**src/rtl/sampler_tracker_pkg.sv**
```systemverilog
// Shared definitions for the sampler tracker readout logic: FSM state
// encoding, packed output word layout and the word packing helper.
package sampler_tracker_pkg;

  // Readout FSM states.
  typedef enum logic [2:0] {
    ST_IDLE    = 3'd0,
    ST_SETADDR = 3'd1,
    ST_WAIT    = 3'd2,
    ST_SEND    = 3'd3,
    ST_CLEAR   = 3'd4,
    ST_DONE    = 3'd5
  } state_e;

  // Output word layout: {status[1:0], trace[29:0]}.
  localparam int WORD_WIDTH  = 32;
  localparam int STATUS_MSB  = 31;
  localparam int STATUS_LSB  = 30;
  localparam int TRACE_WIDTH = 30;

  // Places the eviction status above the (already zero-extended) trace value.
  function automatic logic [WORD_WIDTH-1:0] pack_word(
    input logic [1:0]             status,
    input logic [TRACE_WIDTH-1:0] trace
  );
    logic [WORD_WIDTH-1:0] word;
    word                        = '0;
    word[STATUS_MSB:STATUS_LSB] = status;
    word[TRACE_WIDTH-1:0]       = trace;
    return word;
  endfunction

endpackage

```
**src/rtl/eviction_trace_reader.sv**
```systemverilog
// Drains the reference-counter trace buffer of the sampler tracker: walks
// addresses 0..n-1, waits out the buffer read latency, presents each packed
// {status, trace} word on a valid/ready handshake, then pulses clear_o to
// release the tracker and done_o to signal completion.
module eviction_trace_reader
  import sampler_tracker_pkg::*;
#(
  parameter int COUNTER_BW   = 30,
  parameter int BUFFER_LIMIT = 4096,
  parameter int READ_LATENCY = 2,
  localparam int BW_BUFFER   = $clog2(BUFFER_LIMIT)
) (
  input  logic                  clock_i,
  input  logic                  reset_i,
  input  logic                  start_i,
  input  logic [BW_BUFFER:0]    count_i,
  input  logic [COUNTER_BW-1:0] trace_i,
  input  logic [1:0]            eviction_status_i,
  output logic [BW_BUFFER-1:0]  addr_o,
  output logic [WORD_WIDTH-1:0] data_o,
  output logic                  valid_o,
  input  logic                  ready_i,
  output logic                  clear_o,
  output logic                  busy_o,
  output logic                  done_o
);

  localparam logic [BW_BUFFER:0] LIMIT    = (BW_BUFFER + 1)'(BUFFER_LIMIT);
  localparam logic [2:0]         WAIT_RLD = 3'(READ_LATENCY);

  state_e                  state_q, state_d;
  logic [BW_BUFFER:0]      n_q, n_d;
  logic [BW_BUFFER:0]      index_q, index_d;
  logic [BW_BUFFER-1:0]    addr_q, addr_d;
  logic [2:0]              wait_q, wait_d;
  logic [WORD_WIDTH-1:0]   data_q, data_d;

  logic [BW_BUFFER:0]      n_clamped;
  logic [BW_BUFFER:0]      index_next;
  logic [TRACE_WIDTH-1:0]  trace_ext;

  assign n_clamped  = (count_i > LIMIT) ? LIMIT : count_i;
  assign index_next = index_q + 1'b1;

  // Zero-extend the trace entry into the 30-bit trace field of the word.
  always_comb begin
    trace_ext                 = '0;
    trace_ext[COUNTER_BW-1:0] = trace_i;
  end

  // Next-state and datapath updates for the drain sequence.
  always_comb begin
    // NOTE: every _d gets its hold value first so no path through the case
    // leaves a variable unassigned, which would otherwise infer a latch.
    state_d = state_q;
    n_d     = n_q;
    index_d = index_q;
    addr_d  = addr_q;
    wait_d  = wait_q;
    data_d  = data_q;

    unique case (state_q)
      ST_IDLE: begin
        if (start_i) begin
          n_d     = n_clamped;
          index_d = '0;
          state_d = (n_clamped == '0) ? ST_CLEAR : ST_SETADDR;
        end
      end
      ST_SETADDR: begin
        addr_d  = index_q[BW_BUFFER-1:0];
        wait_d  = WAIT_RLD;
        state_d = ST_WAIT;
      end
      ST_WAIT: begin
        if (wait_q == 3'd1) begin
          data_d  = pack_word(eviction_status_i, trace_ext);
          state_d = ST_SEND;
        end
        wait_d = wait_q - 3'd1;
      end
      ST_SEND: begin
        if (ready_i) begin
          index_d = index_next;
          state_d = (index_next < n_q) ? ST_SETADDR : ST_CLEAR;
        end
      end
      ST_CLEAR: state_d = ST_DONE;
      ST_DONE:  state_d = ST_IDLE;
      default:  state_d = ST_IDLE;
    endcase
  end

  // State and datapath registers with synchronous reset.
  always_ff @(posedge clock_i) begin
    // NOTE: sequential state uses non-blocking assignments so every flop
    // samples the pre-edge values regardless of statement order.
    if (reset_i) begin
      // NOTE: the data register is reset too, because data_o must read 0
      // after reset rather than a stale word from an aborted drain.
      state_q <= ST_IDLE;
      n_q     <= '0;
      index_q <= '0;
      addr_q  <= '0;
      wait_q  <= '0;
      data_q  <= '0;
    end else begin
      state_q <= state_d;
      n_q     <= n_d;
      index_q <= index_d;
      addr_q  <= addr_d;
      wait_q  <= wait_d;
      data_q  <= data_d;
    end
  end

  assign addr_o  = addr_q;
  assign data_o  = data_q;
  assign valid_o = (state_q == ST_SEND);
  assign clear_o = (state_q == ST_CLEAR);
  assign done_o  = (state_q == ST_DONE);
  assign busy_o  = (state_q != ST_IDLE) && (state_q != ST_DONE);

endmodule

```
**config.mk**
```make
export PLATFORM = sky130hd
export DESIGN_NAME = eviction_trace_reader
export DESIGN_NICKNAME = d
export VERILOG_FILES = /design/src/rtl/sampler_tracker_pkg.sv /design/src/rtl/eviction_trace_reader.sv
export SDC_FILE = /design/constraint.sdc
export NUM_CORES = 1
export LEC_CHECK = 0
export BUFFER_PORTS_ARGS = -buffer_cell sky130_fd_sc_hd__buf_4
export CAP_MARGIN = 30
export CORE_ASPECT_RATIO = 1.4
export CORE_UTILIZATION = 54
export CTS_BUF_LIST = sky130_fd_sc_hd__clkbuf_4
export CTS_CLUSTER_DIAMETER = 60
export DETAILED_ROUTE_END_ITERATION = 10
export PLACE_DENSITY_LB_ADDON = 0.05
export SETUP_SLACK_MARGIN = 0.4
export SKIP_CTS_REPAIR_TIMING = 1
export SLEW_MARGIN = 20
export SYNTH_ARGS = -nofsm -noshare
export SYNTH_HDL_FRONTEND = slang
export SYNTH_SLANG_ARGS = --single-unit
```
**constraint.sdc**
```tcl
create_clock -name clock_i -period 2.6 [get_ports clock_i]
set_input_delay 0.13 -clock clock_i [delete_from_list [all_inputs] [get_ports clock_i]]
set_output_delay 0.13 -clock clock_i [all_outputs]
set_load 0.005 [all_outputs]
```
==> metrics.md, run 1 <==
| Metric | Value |
|---|---|
| Largest net degree at the start of global routing | `just under 80` |
| IO buf count | `96` |
| Critical path endpoint category | `flop` |
| Area delta synth->final | `41.4%` |
| Vias in the first global route | `3007` |
| Final setup fails | `0` |
| DR DRC count | `0` |
| Synth Flop Type | `dfxtp_1` |
| Slowest stage delay, CP | `approximately 0.42 ns` |
| Top layer in use | `met4` |
| Gr usage total | `0.246` |
| Worst Clk Skew | `0.0167 ns` |
| Vias | `3520` |
| GP Congestion | `about 0.87` |
| Switching power | `around 630 µW` |
| Worst EP required | `2.89 ns` |
| Most common cell after layout, fill and taps aside | `nand2_1` |
| Arrival @ worst endpoint | `2.37 ns` |
| CP Launch Type | `flop` |
| Synth area leaders | `dfxtp_1, nand2_1, a21oi_1` |
| Combinational Power Share | `0.163` |
| Cell variety after synth | `45` |
| Die X | `about 70 µm` |
| Maximum vdd ir drop | `around 0.34 mV` |
| Synth Net Count | `between 500 and 600` |
| Clock transition at the registers of the reported paths | `about 0.12 ns` |
| Max-slew violations | `0` |
| Final setup TNS | `0 ns` |
| Clk buf depth | `2` |
| Commonest cells after routing, fill and taps aside | `nand2_1, buf_4, a21oi_1` |
| Power Internal | `between 1.5 and 2 mW` |
| Vias per std cell | `5.42` |
| Fill cell count | `446` |
| Final global-route overflow total | `0` |
| Total Wirelength | `roughly 9100 µm` |
| Post-Synthesis Cell Area | `~3500 µm²` |
| Switching power share of the total | `0.261` |
| Starting density of the core | `0.556` |
| CP max stage cell | `dfxtp_2` |
| CP Class | `reg -> reg` |
| Warnings, synthesis | `0` |
| Sequential cell fraction of total power | `0.500` |
| Crit-path max FO | `6` |
| Dominant cell type by area after synthesis | `dfxtp_1` |
| TritonCTS clock tree | `yes` |
| Max-cap check violation count | `0` |
| Crit-path cells | `ha_4 > xor2_1 > ha_1 > a21o_1 > a31oi_1 > o21ai_0 > a211oi_2 > o32ai_1` |
| Met1 WL | `between 3000 and 4000 µm` |
| Number of synthesized register bits | `76` |
| Core Rows | `34` |
| Final min period | `~2.1 ns` |
| Met2 WL | `between 4000 and 5000 µm` |
| Max_slew headroom | `0.361` |
| Mean Syn Cell Area | `approximately 7.9 µm²` |
| Wire per inst | `around 14 µm` |
| Num CTS Buffers | `9` |
| H-tree levels | `3` |
| Post-DP HPWL | `between 5000 and 6000 µm` |
| Initial detailed-routing violation count | `approximately 190` |
| Die ar. | `6730 µm²` |
| First-pass GRT wire length | `about 13000 µm` |
| Share of cells above drive strength 1 | `0.260` |
| Hold slack | `-0.0263 ns` |
| # nets final | `about 640` |
| I/O pin total | `just under 100` |
| Fin crit share | `0.801` |
| Failing checks | `negative hold slack` |
| Clk_lat worst skew | `roughly 0.42 ns` |
| RSZ-0062 raised after global routing | `no` |
| Initial antenna violation count | `0` |
| Sequential share of the synthesized area | `0.440` |
| Hold Path Class | `in -> reg` |
| FFs w/ async S/R, synth | `0` |
| LEAKAGE | `around 2.0 nW` |
| Met3 Wirelength | `443 µm` |
| PwrDens | `roughly 500 nW/µm²` |
| Clock power frac | `0.336` |
| Core footprint | `around 6200 µm²` |
| Outcome | `finished with violations` |
| Syn Inst Count | `roughly 440` |
| Clk sink count | `76` |
| Final hold vios | `2` |
| ANT cells | `0` |
| CTS Root Cell | `clkbuf_4` |
| Maximum achievable frequency | `slightly below 0.5 GHz` |
| Routed Antenna Nets | `0` |
| Worst slew pin tran | `0.958 ns` |
| Final Power | `~2.4 mW` |
| Top-area cell type share of the netlist area | `0.440` |
| Die Ht | `a little under 100 µm` |
| EDFF count, synth | `0` |
| Drt pass-1 iters | `4` |
==> flip-flops by register name (all words and copies together) (netlist names) <==
register / flops
state_q: 3
index_q: 13
addr_o: 12
data_o: 32
n_q: 13
wait_q: 3
==> metrics by stage <==
stage / setup slack (ns) / instance area, µm² / std cells / util
finish: 0.518 / 4890 / 650 / 0.787
global route: 0.354 / 4890 / 650 / 0.787
CTS: 0.219 / 4340 / 600 / 0.698
detailed placement: 0.247 / 4180 / 584 / 0.672
global placement: 0.321 / 4180 / 584 / 0.672
floorplan: 0.582 / 3460 / 437 / -
==> worst max-delay path, delay by kind of cell, from the launching register on <==
family | cells | cell delay (ns)
xor+xnor | 1 | 0.24
flops | 1 | 0.42
fa+ha+maj | 2 | 0.49
compound gates | 5 | 0.79
==> power groups by stage <==
| stage | combinational [mW] | clock [mW] | sequential (mW) |
|---|---|---|---|
| after detailed placement | 0.334 | 0 | 1.24 |
| final | 0.393 | 0.811 | 1.21 |
| after global routing | 0.435 | 0.879 | 1.21 |
| after global placement | 0.324 | 0 | 1.24 |
| after CTS | 0.335 | 0.830 | 1.21 |
| after floorplan | 0.201 | 0 | 1.24 |
==> layer usage <==
layer	vias to the layer above	track usage
met1	1619	0.288
met5	-	0
met2	119	0.417
met4	0	0.143
li1	1756	-
met3	26	0.0438
==> cell usage after synthesis (3+ instances only) <==
cell type    n
dfxtp_1     76
nand2_1    110
a21oi_1     68
xor2_1       4
o21ai_0     10
buf_2        9
or3_1        4
clkbuf_1    14
ha_1        16
a21o_1       3
nand3_1     15
and2_1       3
nor2_1      28
nor4_1       3
a311oi_1     3
inv_1       16
a22oi_1     13
nand4_1      3
xnor2_1      7
==> cell type report <==
| type | instances | area (µm²) | area share |
|---|---|---|---|
| clock inverters | 6 | 86.3 | 0.0177 |
| repair buffers | 153 | 1270 | 0.260 |
| clock buffers | 10 | 75.1 | 0.0154 |
| inverters | 17 | 63.8 | 0.0131 |
| multi-input cells | 316 | 1750 | 0.359 |
| flip-flops and latches | 76 | 1550 | 0.317 |
| well taps | 72 | 90.1 | 0.0184 |
==> final timing paths <==
path / start / end / slack (ns) / depth (start not counted)
setup / recovery: index_q[1] / state_q[2] / 0.52 / 8
hold / removal: count_i[10] / n_q[10] / -0.03 / 3
setup reg to reg: index_q[1] / state_q[2] / 0.52 / 8
hold reg to reg: data_o[2] / data_o[2] / 0.46 / 2
==> cell families after synthesis <==
group	count (synthesis)	share of synthesized area
AND/OR/NAND/NOR	181	0.231
AO/OA/AOI/OAI	106	0.177
flip-flops	76	0.440
buffers and inverters	45	0.0597
adder cells (fa/ha/maj)	16	0.0579
XOR/XNOR	11	0.0279
multiplexers	2	0.00579
Power figures use the tool's default switching activity.
==> inputs of run 2 (changes only) <==
- clock period: 2.6 -> 2 ns (I/O delays scaled with it)
==> run 2 against run 1 <==
The run now ends clean. Die area did not move. Sequential share of layout area shrank 1.5 points. Flip-flop and latch count did not move. Clock power up 15%. Maximum frequency is 4.7% higher. Combinational power grew 34%. Non-clock buffer count rose by 18. Final cell count is 2.8% higher. Power up 26%. Largest power group unchanged. Setup slack worse by 0.51 ns. Global-route usage about the same. Utilization up 3.1 points.
==> metrics.md, run 2 (same netlist as run 1, synthesis figures left out) <==
| Metric | Value |
|---|---|
| Initial antenna violation count | `0 (unchanged)` |
| Sequential cell fraction of total power | `0.519 (+0.019)` |
| I/O pin total | `97 (unchanged)` |
| Die Ht | `96.7 µm (unchanged)` |
| Family with the most delay on the worst path | `compound AO/OA/AOI/OAI gates` |
| Outcome | `finished, final reports clean` |
| Reg area | `1540 µm² (-0.89%)` |
| Largest net degree at the start of global routing | `53 (-32%)` |
| Initial detailed-routing violation count | `142 (-26%)` |
| Worst Clk Skew | `0.0170 ns (+0.000277 ns)` |
| Vias per std cell | `5.36 (-0.95%)` |
| # nets final | `656 (+2.8%)` |
| LEAKAGE | `2.13 nW (+4.6%)` |
| Gr usage total | `0.247 (+0.000329)` |
| Pre-CTS WS | `-0.125 ns (-0.373 ns)` |
| CP Buf/Inv Count | `1 (+1)` |
| Area delta synth->final | `47.0%` |
| Final global-route overflow total | `0 (unchanged)` |
| Hold slack | `0.147 ns (+0.173 ns)` |
| TritonCTS clock tree | `yes` |
| Share of cells above drive strength 1 | `0.290 (+0.0308)` |
| Critical path endpoint category | `flop` |
| Slowest stage delay, CP | `0.35 ns (-0.07 ns)` |
| CP Class | `reg -> reg` |
| CP max stage cell | `dfxtp_2` |
| Starting density of the core | `0.556 (unchanged)` |
| Fin util | `0.818 (+0.0308)` |
| Post-DP HPWL | `6090 µm (+6.5%)` |
| RSZ-0062 raised after global routing | `yes` |
| H-tree levels | `3 (unchanged)` |
| Final hold vios | `0 (-2)` |
| IO buf count | `96 (unchanged)` |
| Drt pass-1 iters | `4 (unchanged)` |
| Num CTS Buffers | `9 (unchanged)` |
| Combinational Power Share | `0.173 (+0.010)` |
| Maximum achievable frequency | `0.503 GHz (+4.7%)` |
| First-pass GRT wire length | `13400 µm (-0.30%)` |
| Final Power | `3.04 mW (+26%)` |
| Maximum vdd ir drop | `0.467 mV (+36%)` |
| Max-cap check violation count | `0 (unchanged)` |
| Hold Path Class | `in -> reg` |
| Reg2reg setup slack | `0.01 ns (-0.51 ns)` |
| DR DRC count | `0 (unchanged)` |
| Max-slew violations | `0 (unchanged)` |
| Fin crit share | `0.994 (+0.193)` |
| Vias | `3583 (+1.8%)` |
| Core Rows | `34 (unchanged)` |
| Final setup fails | `0 (unchanged)` |
| Wire per inst | `14.0 µm (about the same)` |
| ANT cells | `0 (unchanged)` |
| Switching power | `829 µW (+32%)` |
| Crit-path cells | `and4_4 > buf_6 > nand4_4 > xnor2_2 > ha_4 > a21oi_4 > a21oi_2 > a211oi_2 > o32ai_1` |
| Final WS setup | `0.0116 ns (-0.506 ns)` |
| Area occupied by multi-input gates | `1830 µm² (+4.6%)` |
| Vias in the first global route | `3117 (+3.7%)` |
| Worst EP required | `2.30 ns (-0.59 ns)` |
| Final min period | `1.99 ns (-0.0941 ns)` |
| Commonest cells after routing, fill and taps aside | `buf_4, nand2_1, dfxtp_1` |
| Total Wirelength | `9350 µm (+2.7%)` |
| Clk sink count | `76 (unchanged)` |
| Die X | `69.6 µm (unchanged)` |
| Clock transition at the registers of the reported paths | `0.12 ns (about the same)` |
| CP Launch Type | `flop` |
| Arrival @ worst endpoint | `2.29 ns (-0.08 ns)` |
| Fill cell count | `412 (-7.6%)` |
| Die ar. | `6730 µm² (unchanged)` |
| Clk_lat worst skew | `0.43 ns (about the same)` |
| GP Congestion | `0.862 (-1.1%)` |
| Worst slew pin tran | `0.565 ns (-0.394 ns)` |
| Clock power frac | `0.307 (-0.029)` |
| Routed Antenna Nets | `0 (unchanged)` |
| Max reg flops | `32 (unchanged)` |
| Max_slew headroom | `0.624 (+0.262)` |
| Clk buf depth | `2 (unchanged)` |
| Switching power share of the total | `0.273 (+0.0117)` |
| PwrDens | `598 nW/µm² (+21%)` |
| Power Internal | `2.21 mW (+24%)` |
| Crit-path max FO | `8 (+2)` |
| Most common cell after layout, fill and taps aside | `buf_4` |
| Core footprint | `6210 µm² (unchanged)` |
| CTS Root Cell | `clkbuf_4` |
## run 2: path summary, 6_finish.rpt
check | start | end | depth (start not counted)
min reg2reg | data_o[12] | data_o[12] | 2
max | index_q[4] | state_q[2] | 9
max reg2reg | index_q[4] | state_q[2] | 9
min | reset_i | n_q[1] | 2
## run 2: power by group through the flow
| stage | combinational (mW) | clock [mW] | sequential [mW] |
|---|---|---|---|
| 2_1_floorplan | 0.266 | 0 | 1.61 |
| 3_3_place_gp | 0.425 | 0 | 1.61 |
| 3_5_place_dp | 0.438 | 0 | 1.61 |
| 4_1_cts | 0.441 | 0.963 | 1.58 |
| 5_1_grt | 0.578 | 1.01 | 1.58 |
| 6_report | 0.527 | 0.934 | 1.58 |
## run 2: layout make-up
class | count | share of cell area
tap | 72 | 0.0177
timing repair buffer | 171 | 0.279
clock buffer | 10 | 0.0148
multi-input combinational | 316 | 0.361
inverter | 17 | 0.0126
sequential | 76 | 0.302
clock inverter | 6 | 0.0126
## run 2: worst reg2reg max path, stage by stage, from the launching register on
cell and delay [ns]:
dfxtp_2 0.35, and4_4 0.29, buf_6 0.12, nand4_4 0.08, xnor2_2 0.22, ha_4 0.25, a21oi_4 0.14, a21oi_2 0.07
a211oi_2 0.26, o32ai_1 0.11
## run 2: per-stage QoR
stage	instance area (µm²)	setup TNS, ns	instances
global placement	4360	-0.0506	605
finish	5080	0	668
floorplan	3490	0	437
CTS	4500	-0.259	621
detailed placement	4360	-0.224	605
global route	5080	-0.206	668
## run 2: routing by layer
metal / up-vias / track usage / wire, µm
met5: - / 0 / 0
li1: 1787 / - / -
met4: 0 / 0.126 / 308
met2: 106 / 0.447 / 4960
met1: 1666 / 0.265 / 3670
met3: 24 / 0.0521 / 407
==> inputs of run 3 (changes only) <==
--- a/config.mk
+++ b/config.mk
@@ -10,3 +10,3 @@
 export CORE_ASPECT_RATIO = 1.4
-export CORE_UTILIZATION = 54
+export CORE_UTILIZATION = 49
 export CTS_BUF_LIST = sky130_fd_sc_hd__clkbuf_4
==> constraint.sdc (replaced) <==
create_clock -name clock_i -period 1.8 [get_ports clock_i]
set_input_delay 0.27 -clock clock_i [delete_from_list [all_inputs] [get_ports clock_i]]
set_output_delay 0.27 -clock clock_i [all_outputs]
set_load 0.005 [all_outputs]
==> run 3 against run 2 <==
Largest power group unchanged. Critical path type unchanged. Global-route usage is 0.52 points lower. Non-clock buffer count is 17 lower. The run now ends with negative setup slack left. Via count fell by 1.0%. Register-to-register slack got worse by 0.23 ns.
==> metrics.md, run 3 (same netlist as run 1, synthesis figures left out) <==
| Metric | Value |
|---|---|
| Failing checks | `negative setup slack` |
| Routed Antenna Nets | `0 (unchanged)` |
| Starting density of the core | `0.516 (-0.0406)` |
| RSZ-0062 raised after global routing | `yes` |
| Share of cells above drive strength 1 | `0.416 (+0.126)` |
| Critical R2R Capture | `state_q[2]` |
| Clock transition at the registers of the reported paths | `0.13 ns (about the same)` |
| TritonCTS clock tree | `yes` |
| Vias | `3546 (-1.0%)` |
| Max_slew headroom | `0.574 (-0.0493)` |
| Initial antenna violation count | `0 (unchanged)` |
| Final global-route overflow total | `0 (unchanged)` |
| Maximum achievable frequency | `0.496 GHz (-1.4%)` |
| Worst Clk Skew | `0.0105 ns (-0.00651 ns)` |
| Final setup fails | `2 (+2)` |
| CP Launch Point | `index_q[4]` |
| Maximum vdd ir drop | `0.619 mV (+32%)` |
| Crit-path max FO | `7 (-1)` |
| Max reg flops | `32 (unchanged)` |
| Fin crit share | `1.12 (+0.126)` |
| Worst EP required | `2.11 ns (-0.19 ns)` |
| # nets final | `639 (-2.6%)` |
| Vias in the first global route | `3164 (+1.5%)` |
| Final min period | `2.02 ns (+0.0275 ns)` |
| IO buf count | `96 (unchanged)` |
| Core footprint | `6700 µm² (+7.9%)` |
| PwrDens | `688 nW/µm² (+15%)` |
| Largest net degree at the start of global routing | `62 (+17%)` |
| Die Ht | `101 µm (+4.9%)` |
| Worst slew pin tran | `0.639 ns (+0.0740 ns)` |
| DR DRC count | `0 (unchanged)` |
| GP Congestion | `0.875 (+1.5%)` |
| CP Class | `reg -> reg` |
| Initial detailed-routing violation count | `168 (+18%)` |
| LEAKAGE | `2.22 nW (+4.4%)` |
| Area delta synth->final | `51.1%` |
| Post-DP HPWL | `6220 µm (+2.2%)` |
| I/O pin total | `97 (unchanged)` |
| Worst R2R Path Depth | `9 (unchanged)` |
| Drt pass-1 iters | `4 (unchanged)` |
| Core Rows | `35 (+2.9%)` |
| CTS Root Cell | `clkbuf_4` |
| Outcome | `finished with violations` |
| CP Launch Type | `flop` |
| H-tree levels | `3 (unchanged)` |
| Pre-CTS WS | `-0.304 ns (-0.179 ns)` |
| Max-slew violations | `0 (unchanged)` |
| Critical Path End | `state_q[2]` |
| DP Area | `4480 µm² (+2.6%)` |
| Critical path endpoint category | `flop` |
| First-pass GRT wire length | `13800 µm (+2.6%)` |
| Num CTS Buffers | `9 (unchanged)` |
| Most common cell after layout, fill and taps aside | `buf_4` |
| Arrival @ worst endpoint | `2.33 ns (+0.04 ns)` |
| Vias per std cell | `5.28 (-1.5%)` |
| Hold Path Class | `in -> reg` |
| Final WS setup | `-0.216 ns (-0.228 ns)` |
| ANT cells | `0 (unchanged)` |
| Reg2reg setup slack | `-0.22 ns (-0.23 ns)` |
| Clk_lat worst skew | `0.43 ns (about the same)` |
| Max-cap check violation count | `0 (unchanged)` |
| Clk buf depth | `2 (unchanged)` |
| Commonest cells after routing, fill and taps aside | `buf_4, nand2_1, dfxtp_1` |
| Wire per inst | `14.8 µm (+5.8%)` |
| Die X | `73.0 µm (+4.8%)` |
| Die ar. | `7400 µm² (+9.9%)` |
| Final instance area | `5220 µm² (+2.8%)` |
| Reg2reg start | `index_q[4]` |
| Total Wirelength | `9930 µm (+6.3%)` |
| Final hold vios | `0 (unchanged)` |
| Clk sink count | `76 (unchanged)` |
| Gr usage total | `0.241 (-0.00523)` |
run 3: cell types whose count changed in the layout (fill, tap and decap cells not counted), sizes merged:
cell / previous run / this run
buf: 124 / 150
clkbuf: 10 / 13
clkinv: 2 / 4
clkinvlp: 2 / 1
dlygate4sd3: 47 / 0
run 3: layout make-up:
class | instances | area, µm²
fill | 489 | 1480
inverter | 17 | 76.3
tap | 92 | 115
clock buffer | 9 | 67.6
sequential | 76 | 1540
clock inverter | 7 | 75.1
timing repair buffer | 154 | 1330
multi-input combinational | 316 | 2020
run 3: metal layers:
layer  vias to the layer above  wire length, µm  track usage
met4                         0              212        0.106
li1                       1753                -            -
met1                      1666             3730        0.267
met5                         -                0            0
met3                        17              497       0.0567
met2                       110             5490        0.434
run 3: per-stage QoR:
step	utilization	instances	setup TNS [ns]	hold WS, ns	power [mW]
after global placement	0.668	635	-0.441	0.442	2.28
after CTS	0.689	651	-0.687	0.0463	3.35
after floorplan	-	437	-0.270	0.386	2.08
final	0.779	671	-0.421	0.0575	3.59
after global routing	0.779	671	-0.625	0.0388	3.75
after detailed placement	0.668	635	-0.568	0.447	2.29
run 3: report_power, final:
group	internal (mW)	switching [mW]
Clock	0.432	0.651
Combinational	0.380	0.369
Sequential	1.73	0.0329
Total	2.54	1.05
run 3: how the worst min path moves through the flow:
stage / start / end / slack, ns / depth (start not counted)
after global routing: count_i[9] / n_q[9] / 0.04 / 3
after floorplan: ready_i / state_q[1] / 0.39 / 1
after CTS: trace_i[15] / data_o[15] / 0.05 / 3
after detailed placement: data_o[27] / data_o[27] / 0.45 / 2
final: trace_i[22] / data_o[22] / 0.06 / 3
after global placement: data_o[22] / data_o[22] / 0.44 / 2
run 3: critical path, cell delays in order (launching register included):
cell	delay [ns]
dfxtp_2	0.35
and4_4	0.28
buf_4	0.13
and3_4	0.18
xor2_2	0.17
ha_1	0.25
nand4_1	0.14
a21oi_2	0.05
a211oi_2	0.24
o32ai_1	0.10
